[config.mk]
export PLATFORM = sky130hd
export DESIGN_NAME = regfile_bypass_flat
export DESIGN_NICKNAME = d
export VERILOG_FILES = /design/src/rtl/regfile_bypass_if.sv /design/src/rtl/regfile_bypass.sv /design/src/flat_wrapper.sv
export SDC_FILE = /design/constraint.sdc
export NUM_CORES = 1
export LEC_CHECK = 0
export ABC_AREA = 1
export CAP_MARGIN = 20
export CORE_MARGIN = 5
export CORE_UTILIZATION = 36
export DETAILED_ROUTE_END_ITERATION = 10
export GPL_TIMING_DRIVEN = 1
export SYNTH_ARGS = -nofsm -noshare
export SYNTH_HDL_FRONTEND = slang
export SYNTH_SLANG_ARGS = --single-unit
export TNS_END_PERCENT = 100
[constraint.sdc]
create_clock -name clk -period 7.7 [get_ports clk]
set_clock_uncertainty 0.2 [all_clocks]
set_input_delay 0.77 -clock clk [delete_from_list [all_inputs] [get_ports clk]]
set_output_delay 0.77 -clock clk [all_outputs]
set_load 0.03 [all_outputs]
[src/rtl/regfile_bypass_if.sv]
// Bus bundle for regfile_bypass: read/write/claim requests toward the register file
// and registered read results back.
interface regfile_bypass_if #(
  parameter int DATA_W = 24,
  parameter int ADDR_W = 3
);
  logic              re;
  logic [ADDR_W-1:0] rs;
  logic [ADDR_W-1:0] rt;
  logic              we;
  logic [ADDR_W-1:0] rd;
  logic [DATA_W-1:0] dataIn;
  logic              claim_en;
  logic [ADDR_W-1:0] claim_rd;
  logic [DATA_W-1:0] dataOutA;
  logic [DATA_W-1:0] dataOutB;
  logic              busyA;
  logic              busyB;
  logic              rvalid;

  modport master (
    output re, rs, rt, we, rd, dataIn, claim_en, claim_rd,
    input  dataOutA, dataOutB, busyA, busyB, rvalid
  );

  modport slave (
    input  re, rs, rt, we, rd, dataIn, claim_en, claim_rd,
    output dataOutA, dataOutB, busyA, busyB, rvalid
  );
endinterface

[src/rtl/regfile_bypass.sv]
// Two-read/one-write register file with per-register busy scoreboard bits,
// write-through bypass on reads and an optional hard-wired zero register.
module regfile_bypass #(
  parameter int DATA_W   = 24,
  parameter int ADDR_W   = 3,
  parameter int ZERO_REG = 1
) (
  input  logic             clk,
  input  logic             rst,
  regfile_bypass_if.slave  bus
);
  localparam int NREG = 1 << ADDR_W;

  logic [DATA_W-1:0] r_mem [NREG];
  logic [NREG-1:0]   r_busy;
  logic [DATA_W-1:0] r_data_a_p1;
  logic [DATA_W-1:0] r_data_b_p1;
  logic              r_busy_a_p1;
  logic              r_busy_b_p1;
  logic              r_vld_p1;

  logic              w_wr_ok;
  logic              w_claim_ok;
  logic [DATA_W:0]   w_rd_a;
  logic [DATA_W:0]   w_rd_b;

  function automatic logic is_zero_reg(input logic [ADDR_W-1:0] addr);
    return (ZERO_REG != 0) && (addr == '0);
  endfunction

  assign w_wr_ok    = bus.we && !is_zero_reg(bus.rd);
  assign w_claim_ok = bus.claim_en && !is_zero_reg(bus.claim_rd);

  // Read-port selection as {busy, data}; a same-cycle write forwards its data with busy clear
  always_comb begin
    w_rd_a = {r_busy[bus.rs], r_mem[bus.rs]};
    w_rd_b = {r_busy[bus.rt], r_mem[bus.rt]};
    if (w_wr_ok && (bus.rs == bus.rd)) w_rd_a = {1'b0, bus.dataIn};
    if (w_wr_ok && (bus.rt == bus.rd)) w_rd_b = {1'b0, bus.dataIn};
    if (is_zero_reg(bus.rs)) w_rd_a = '0;
    if (is_zero_reg(bus.rt)) w_rd_b = '0;
  end

  // Stage p1: storage update and registered read results
  always_ff @(posedge clk or posedge rst) begin
    if (rst) begin
      for (int i = 0; i < NREG; i++) r_mem[i] <= '0;
      r_busy      <= '0;
      r_data_a_p1 <= '0;
      r_data_b_p1 <= '0;
      r_busy_a_p1 <= 1'b0;
      r_busy_b_p1 <= 1'b0;
      r_vld_p1    <= 1'b0;
    end else begin
      if (w_wr_ok) r_mem[bus.rd] <= bus.dataIn;
      // Claim is the younger instruction, so it overrides a same-cycle write's clear
      for (int i = 0; i < NREG; i++) begin
        if (w_claim_ok && (bus.claim_rd == ADDR_W'(i)))
          r_busy[i] <= 1'b1;
        else if (w_wr_ok && (bus.rd == ADDR_W'(i)))
          r_busy[i] <= 1'b0;
      end
      r_vld_p1 <= bus.re;
      if (bus.re) begin
        r_data_a_p1 <= w_rd_a[DATA_W-1:0];
        r_busy_a_p1 <= w_rd_a[DATA_W];
        r_data_b_p1 <= w_rd_b[DATA_W-1:0];
        r_busy_b_p1 <= w_rd_b[DATA_W];
      end
    end
  end

  assign bus.dataOutA = r_data_a_p1;
  assign bus.dataOutB = r_data_b_p1;
  assign bus.busyA    = r_busy_a_p1;
  assign bus.busyB    = r_busy_b_p1;
  assign bus.rvalid   = r_vld_p1;
endmodule

[src/flat_wrapper.sv]
// flat-port wrapper written by rule: the top's interface ports become plain ports
module regfile_bypass_flat 
#(
  parameter int DATA_W   = 24,
  parameter int ADDR_W   = 3,
  parameter int ZERO_REG = 1
)
  (clk, rst, bus_re, bus_rs, bus_rt, bus_we, bus_rd, bus_dataIn, bus_claim_en, bus_claim_rd, bus_dataOutA, bus_dataOutB, bus_busyA, bus_busyB, bus_rvalid);
  regfile_bypass_if #(.DATA_W(DATA_W), .ADDR_W(ADDR_W)) bus_i ();
  input  logic clk;
  input  logic rst;
  input wire logic [$bits(bus_i.re)-1:0] bus_re;
  input wire logic [$bits(bus_i.rs)-1:0] bus_rs;
  input wire logic [$bits(bus_i.rt)-1:0] bus_rt;
  input wire logic [$bits(bus_i.we)-1:0] bus_we;
  input wire logic [$bits(bus_i.rd)-1:0] bus_rd;
  input wire logic [$bits(bus_i.dataIn)-1:0] bus_dataIn;
  input wire logic [$bits(bus_i.claim_en)-1:0] bus_claim_en;
  input wire logic [$bits(bus_i.claim_rd)-1:0] bus_claim_rd;
  output wire logic [$bits(bus_i.dataOutA)-1:0] bus_dataOutA;
  output wire logic [$bits(bus_i.dataOutB)-1:0] bus_dataOutB;
  output wire logic [$bits(bus_i.busyA)-1:0] bus_busyA;
  output wire logic [$bits(bus_i.busyB)-1:0] bus_busyB;
  output wire logic [$bits(bus_i.rvalid)-1:0] bus_rvalid;
  assign bus_i.re = bus_re;
  assign bus_i.rs = bus_rs;
  assign bus_i.rt = bus_rt;
  assign bus_i.we = bus_we;
  assign bus_i.rd = bus_rd;
  assign bus_i.dataIn = bus_dataIn;
  assign bus_i.claim_en = bus_claim_en;
  assign bus_i.claim_rd = bus_claim_rd;
  assign bus_dataOutA = bus_i.dataOutA;
  assign bus_dataOutB = bus_i.dataOutB;
  assign bus_busyA = bus_i.busyA;
  assign bus_busyB = bus_i.busyB;
  assign bus_rvalid = bus_i.rvalid;
  regfile_bypass #(.DATA_W(DATA_W), .ADDR_W(ADDR_W), .ZERO_REG(ZERO_REG)) u_core (.clk(clk), .rst(rst), .bus(bus_i));
endmodule
## Word level (Yosys, flattened, before mapping)

Cells that the tools add are included.

- Input bits: 41
- Register bits: 251
- Output and inout port bits: 51
- Logic and storage cells: 114

- Eq/ne operators: 16
- Mux-type cells: 33
- Bitwise logic cells: 3
- Reductions and logical operators: 35
- Magnitude comparators: 6

Operators with widths:

| operator | number |
|---|---|
| $bwmux 192 | 1 |
| $bmux 24 s3 | 2 |
| $mux 24 | 5 |
| $mux 25 | 4 |
| $demux 24 s3 | 1 |
| $eq 3x3->1 const B | 8 |
| $logic_and 1x1->1 | 21 |
| $mux 1 | 18 |
| $reduce_bool 2->1 | 8 |
| $eq 3x2->1 const B | 4 |
| $ge 4x4->1 const B | 3 |
| $logic_not 3->1 | 4 |
| $not 3->4 | 3 |
| $lt 3x4->1 const B | 2 |
| $bmux 1 s3 | 2 |
| $eq 3x1->1 const B | 2 |
| $eq 3x3->1 | 2 |
| $lt 4x1->1 const B | 1 |
| $logic_not 1->1 | 2 |

## Depth between registers and ports, before layout

- Depth in word-level cells: 6
- Depth in mapped cells: 12
- Depth with buffers taken out: 10

## Worst setup path after synthesis

OpenSTA, ideal clock, no wires.

- Path kind: input port to flip-flop
- Start point: in bus_rd[2]
- End point: reg u_core.r_mem[100] (netlist name)
- Data arrival time: 1.702 ns
- Library setup time: 0.132 ns
- Slack: 5.665 ns
- Required time: 7.368 ns
- Stages: 9
- Buffers on the path: 3
- Cells stage by stage: buf_2 nor2_1 inv_2 nor2_1 inv_2 buf_2 buf_2 nand2_1 o21ai_0

- Longest elaborated chain between the ends: 6
- Elaborated cells on any way between the ends: 10
- Classes of those cells: 2 x order compare; 3 x mux; 1 x bitwise; 4 x reduce/logical

RTL lines:

| element | line | RTL |
|---|---|---|
| start: declaration | flat_wrapper.sv:16 | `input wire logic [$bits(bus_i.rd)-1:0] bus_rd;` |
| $not 3->4 (not written as such) | regfile_bypass.sv:55 | `if (w_wr_ok) r_mem[bus.rd] <= bus.dataIn;` |
| $ge 4x4->1 (not written as such) or $lt 4x1->1 (tied branches) | regfile_bypass.sv:55 |  |
| $logic_and 1x1->1 (not written as such) | regfile_bypass.sv:55 |  |
| $mux 24 (not written as such) | regfile_bypass.sv:55 |  |
| $demux 24 s3 | regfile_bypass.sv:55 |  |
| $bwmux 192 | regfile_bypass.sv:55 |  |
| end signal: indexed assignment | regfile_bypass.sv:55 |  |
| end: declaration | regfile_bypass.sv:14 | `logic [DATA_W-1:0] r_mem [NREG];` |

Parallel ways exist; a longest one is shown, timed or not.
A chain may end at the register's enable or synchronous reset.

## Final worst setup path

- Start point: in bus_rt[1]
- End point: reg u_core.r_data_b_p1[23], in the netlist u_core.bus.dataOutB[23]

- Longest elaborated chain between the ends: 6
- Elaborated cells on any way between the ends: 9
- Classes of those cells: 1 x eq/ne; 5 x mux; 1 x bitwise; 2 x reduce/logical

RTL lines:

| element | line | RTL |
|---|---|---|
| start: declaration | flat_wrapper.sv:14 | `input wire logic [$bits(bus_i.rt)-1:0] bus_rt;` |
| $not 3->4 (not written as such) | regfile_bypass.sv:37 | `w_rd_b = {r_busy[bus.rt], r_mem[bus.rt]};` |
| $bmux 24 s3 | regfile_bypass.sv:37 |  |
| $mux 24 (not written as such) (2 in series) | regfile_bypass.sv:37 |  |
| $mux 25 | regfile_bypass.sv:39 | `if (w_wr_ok && (bus.rt == bus.rd)) w_rd_b = {1'b0, bus.dataIn};` |
| $mux 25 (*) | regfile_bypass.sv:41 | `if (is_zero_reg(bus.rt)) w_rd_b = '0;` |
| end signal: assignment | regfile_bypass.sv:67 | `r_data_b_p1 <= w_rd_b[DATA_W-1:0];` |
| end: declaration | regfile_bypass.sv:17 | `logic [DATA_W-1:0] r_data_b_p1;` |

Every way passes the cells marked *; elsewhere a longest branch is shown, timed or not. The select of a mux whose other input is x is not followed.

==> impl_metrics.py <==
metrics = {
    "outcome": {
        "status": "finished clean",
    },
    "worst_setup_path": {
        "start_kind": "input pin",
        "cp_max_fo": 43,
        "crit_top_cell": "nand2_1",
        "max_stage_delay_ps": 870,
        "cp_cell_sequence": "buf_2 -> buf_4 -> inv_2 -> nand2_1 -> nand2_1 -> nand2_1 -> nor2_4 -> nand2_2 -> o21ai_0 -> inv_1 -> nand2_1",
        "cp_data_arrival_time_ps": 3870,
        "crit_slowest_cell": "inv_2",
        "worst-r2r-cell-count": 8,
        "end_kind": "flop",
        "rr_startpoint": "u_core.r_mem[120]",
        "required_ps": 7990,
        "worstSetupPathType": "in2reg",
        "crit_start": "bus_rt[1]",
    },
    "floorplan": {
        "ios": 92,
        "placementRows": 71,
        "initial_core_util_pct": 36.2,
        "die_x_um": 204,
        "floorplan.die_area_um2": 41600,
        "core_um2": 37400,
        "die_h_um": 204,
    },
    "clock_network": {
        "htree_num_levels": 1,
        "post-cts-setup-buffers": 0,
        "clk_pin_slew_worst_paths_ps": 60,
        "clock-sinks": 251,
        "clock-root-buffer": "clkbuf_16",
        "cts_tree": "built",
        "ctsHoldBuffers": 0,
        "clockBufferDepth": 3,
        "cts_made_buffers": 30,
        "cts_resized": 0,
        "clkLatencyLatePin_ps": 560,
    },
    "cells_and_area": {
        "drive_above_1_share_pct": 5.33,
        "nFillCells": 3889,
        "syn_to_final_growth_pct": 14.6,
        "stdcell_count": 2463,
        "nNetsFinal": 1969,
    },
    "route": {
        "vias": 12800,
        "routedWlPerCell_um": 18.9,
        "firstDrtPassIters": 5,
        "routed_wl_um": 46500,
        "drc": 0,
        "initialDrtViolationCount": 1332,
        "vias_per_cell": 5.21,
        "detail-route-antenna-nets": 0,
    },
    "grt": {
        "grt_use_total_pct": 22.1,
        "grt_pass1_wl_um": 73000,
        "antenna_found_initial": 2,
        "grt-ovfl-total": 0,
        "grt_pass1_vias": 12600,
        "grt_max_degree": 81,
    },
    "pwr": {
        "switching_power_mw": 1.29,
        "power_density_nw_per_um2": 261,
        "ir_drop_mv": 0.178,
        "leakagePower_nw": 7.60,
        "power_frac_seq_pct": 42.4,
        "p_int_mw": 2.76,
        "clockPowerShare_pct": 36.9,
        "p_comb_share_pct": 20.7,
        "swShare_pct": 31.7,
    },
    "hold_path": {
        "whs_path_depth": 0,
        "min-delay-start": "u_core.r_mem[175]",
        "hold_class": "reg2reg",
    },
    "sta": {
        "post-route-min-period_ps": 3580,
        "final-max-slew-violation-count": 0,
        "hold_viol_final": 0,
        "rsz0062_at_grt": "false",
        "fin_tns_setup_ps": 0,
        "finalCritPeriodShare_pct": 46.5,
        "maxSlewHeadroom_pct": 28.4,
        "max_clock_freq_mhz": 280,
        "tightestPinTransition_ps": 1070,
        "setup_violations": 0,
    },
    "logic_synthesis": {
        "synth_seq_cells": 251,
        "yosys.area.top_type_share_pct": 46.4,
        "avgSynthCellArea_um2": 6.97,
        "yosysUniqueCellTypes": 27,
        "synth_cells": 1943,
        "ys_seq_area_share_pct": 46.4,
        "synth_top_cells_by_area": "dfrtp_1, nand2_1, nand3_1, o21ai_1, o21ai_0",
        "synth_area_um2": 13500,
        "yosys_warnings": 0,
        "syn_nets": 1984,
        "synth_top_cell_by_area": "dfrtp_1",
    },
    "placed_design": {
        "place.gp.congestion": 0.804,
        "dpl.hpwl_um": 27100,
        "portBuffers": 91,
        "dp_cells": 2407,
    },
    "flow_run": {
        "maxCapViolations": 0,
    },
}
-- per-layer routing --
| layer | vias up | global-route usage, % | wire, um |
|---|---|---|---|
| li1 | 6136 | - | - |
| met1 | 6104 | 29.9 | 19800 |
| met4 | 2 | 7.81 | 1750 |
| met2 | 495 | 36.2 | 21600 |
| met5 | - | 0 | 7 |
| met3 | 94 | 3.59 | 3310 |
-- layout make-up --
type,instances,area [um^2],area share [%]
Antenna cell,1,2.50,0.0161
Clock buffer,46,922,5.94
Tap cell,511,639,4.12
Inverter,70,274,1.77
Sequential cell,251,6280,40.5
Multi-Input combinational cell,1466,6240,40.2
Timing Repair Buffer,109,1030,6.64
Clock inverter,9,126,0.814
-- state kept, by name, summed over array words and instances (netlist names) --
signal               cells
u_core.bus.busyA         1
u_core.r_busy            8
u_core.bus.dataOutB     24
u_core.bus.dataOutA     24
u_core.bus.rvalid        1
u_core.r_mem           192
u_core.bus.busyB         1
-- stage by stage --
stage / utilization, % / setup slack, ps / power, mW / area (um^2) / hold slack, ps
floorplan: - / 3430 / 2.27 / 13500 / 245
global placement: 38.7 / 3600 / 2.56 / 14500 / 187
detailed placement: 38.7 / 3610 / 2.58 / 14500 / 190
CTS: 41.5 / 4180 / 4.08 / 15500 / 205
global route: 41.5 / 3820 / 4.27 / 15500 / 214
finish: 41.5 / 4120 / 4.05 / 15500 / 202
-- cells by family (layout without fill, tap and decap cells) --
kind of cell | Yosys count | after routing | share of synthesized area [%]
compound gates | 195 | 195 | 7.52
xor+xnor | 2 | 2 | 0.185
buf+inv | 226 | 234 | 7.58
flops | 251 | 251 | 46.4
other cells | 0 | 1 | 0
simple gates | 1269 | 1269 | 38.3
-- path summary, 6_finish.rpt --
check | slack [ps] | endpoint
worst max-delay path | 4120 | u_core.bus.dataOutB[23]
worst min-delay path | 200 | u_core.r_mem[175]
worst max register to register | 6290 | u_core.bus.dataOutA[0]
worst min register to register | 200 | u_core.r_mem[175]
max in group asynchronous | 5020 | u_core.r_mem[134]
min in group asynchronous | 310 | u_core.bus.dataOutA[5]
-- cell usage in the layout (no fill, tap or decap), types with 3 or more instances in the layout --
master           netlist  final
nand2_1              928    928
nand3_1              292    291
dfrtp_1              251    251
o21ai_1               94     94
clkdlybuf4s50_1        0     87
o21ai_0               66     66
inv_1                 54     53
nor2_1                32     31
clkbuf_16              0     31
a21oi_1               28     28
buf_4                  9     20
inv_2                 12     13
clkbuf_8               0      9
nand4_1                7      7
nor2_2                 6      6
clkbuf_1              67      6
clkinv_2               0      5
o211ai_1               4      4
nor2_4                 2      3
inv_4                  3      3
bufinv_16              0      3
-- power by group through the flow --
stage,logic [mW],clock network [mW],registers [mW]
floorplan,0.513,0,1.76
global placement,0.826,0,1.73
detailed placement,0.842,0,1.73
CTS,0.845,1.52,1.71
global route,0.954,1.57,1.74
finish,0.838,1.50,1.72
-- cell usage after synthesis (all sizes together) --
cell / number
a31oi: 1
buf: 89
a21oi: 30
clkbuf: 67
xnor2: 1
nor2: 40
nand2: 929
o211ai: 4
xor2: 1
clkinv: 1
o21ai: 160
nand3: 293
dfrtp: 251
nand4: 7
inv: 69
-- critical path: cells and delay by family --
kind	cells	cell delay, ps
buffers and inverters	4	1360
AO/OA/AOI/OAI	1	310
AND/OR/NAND/NOR	6	1400
(Power assumes the default switching activity.)
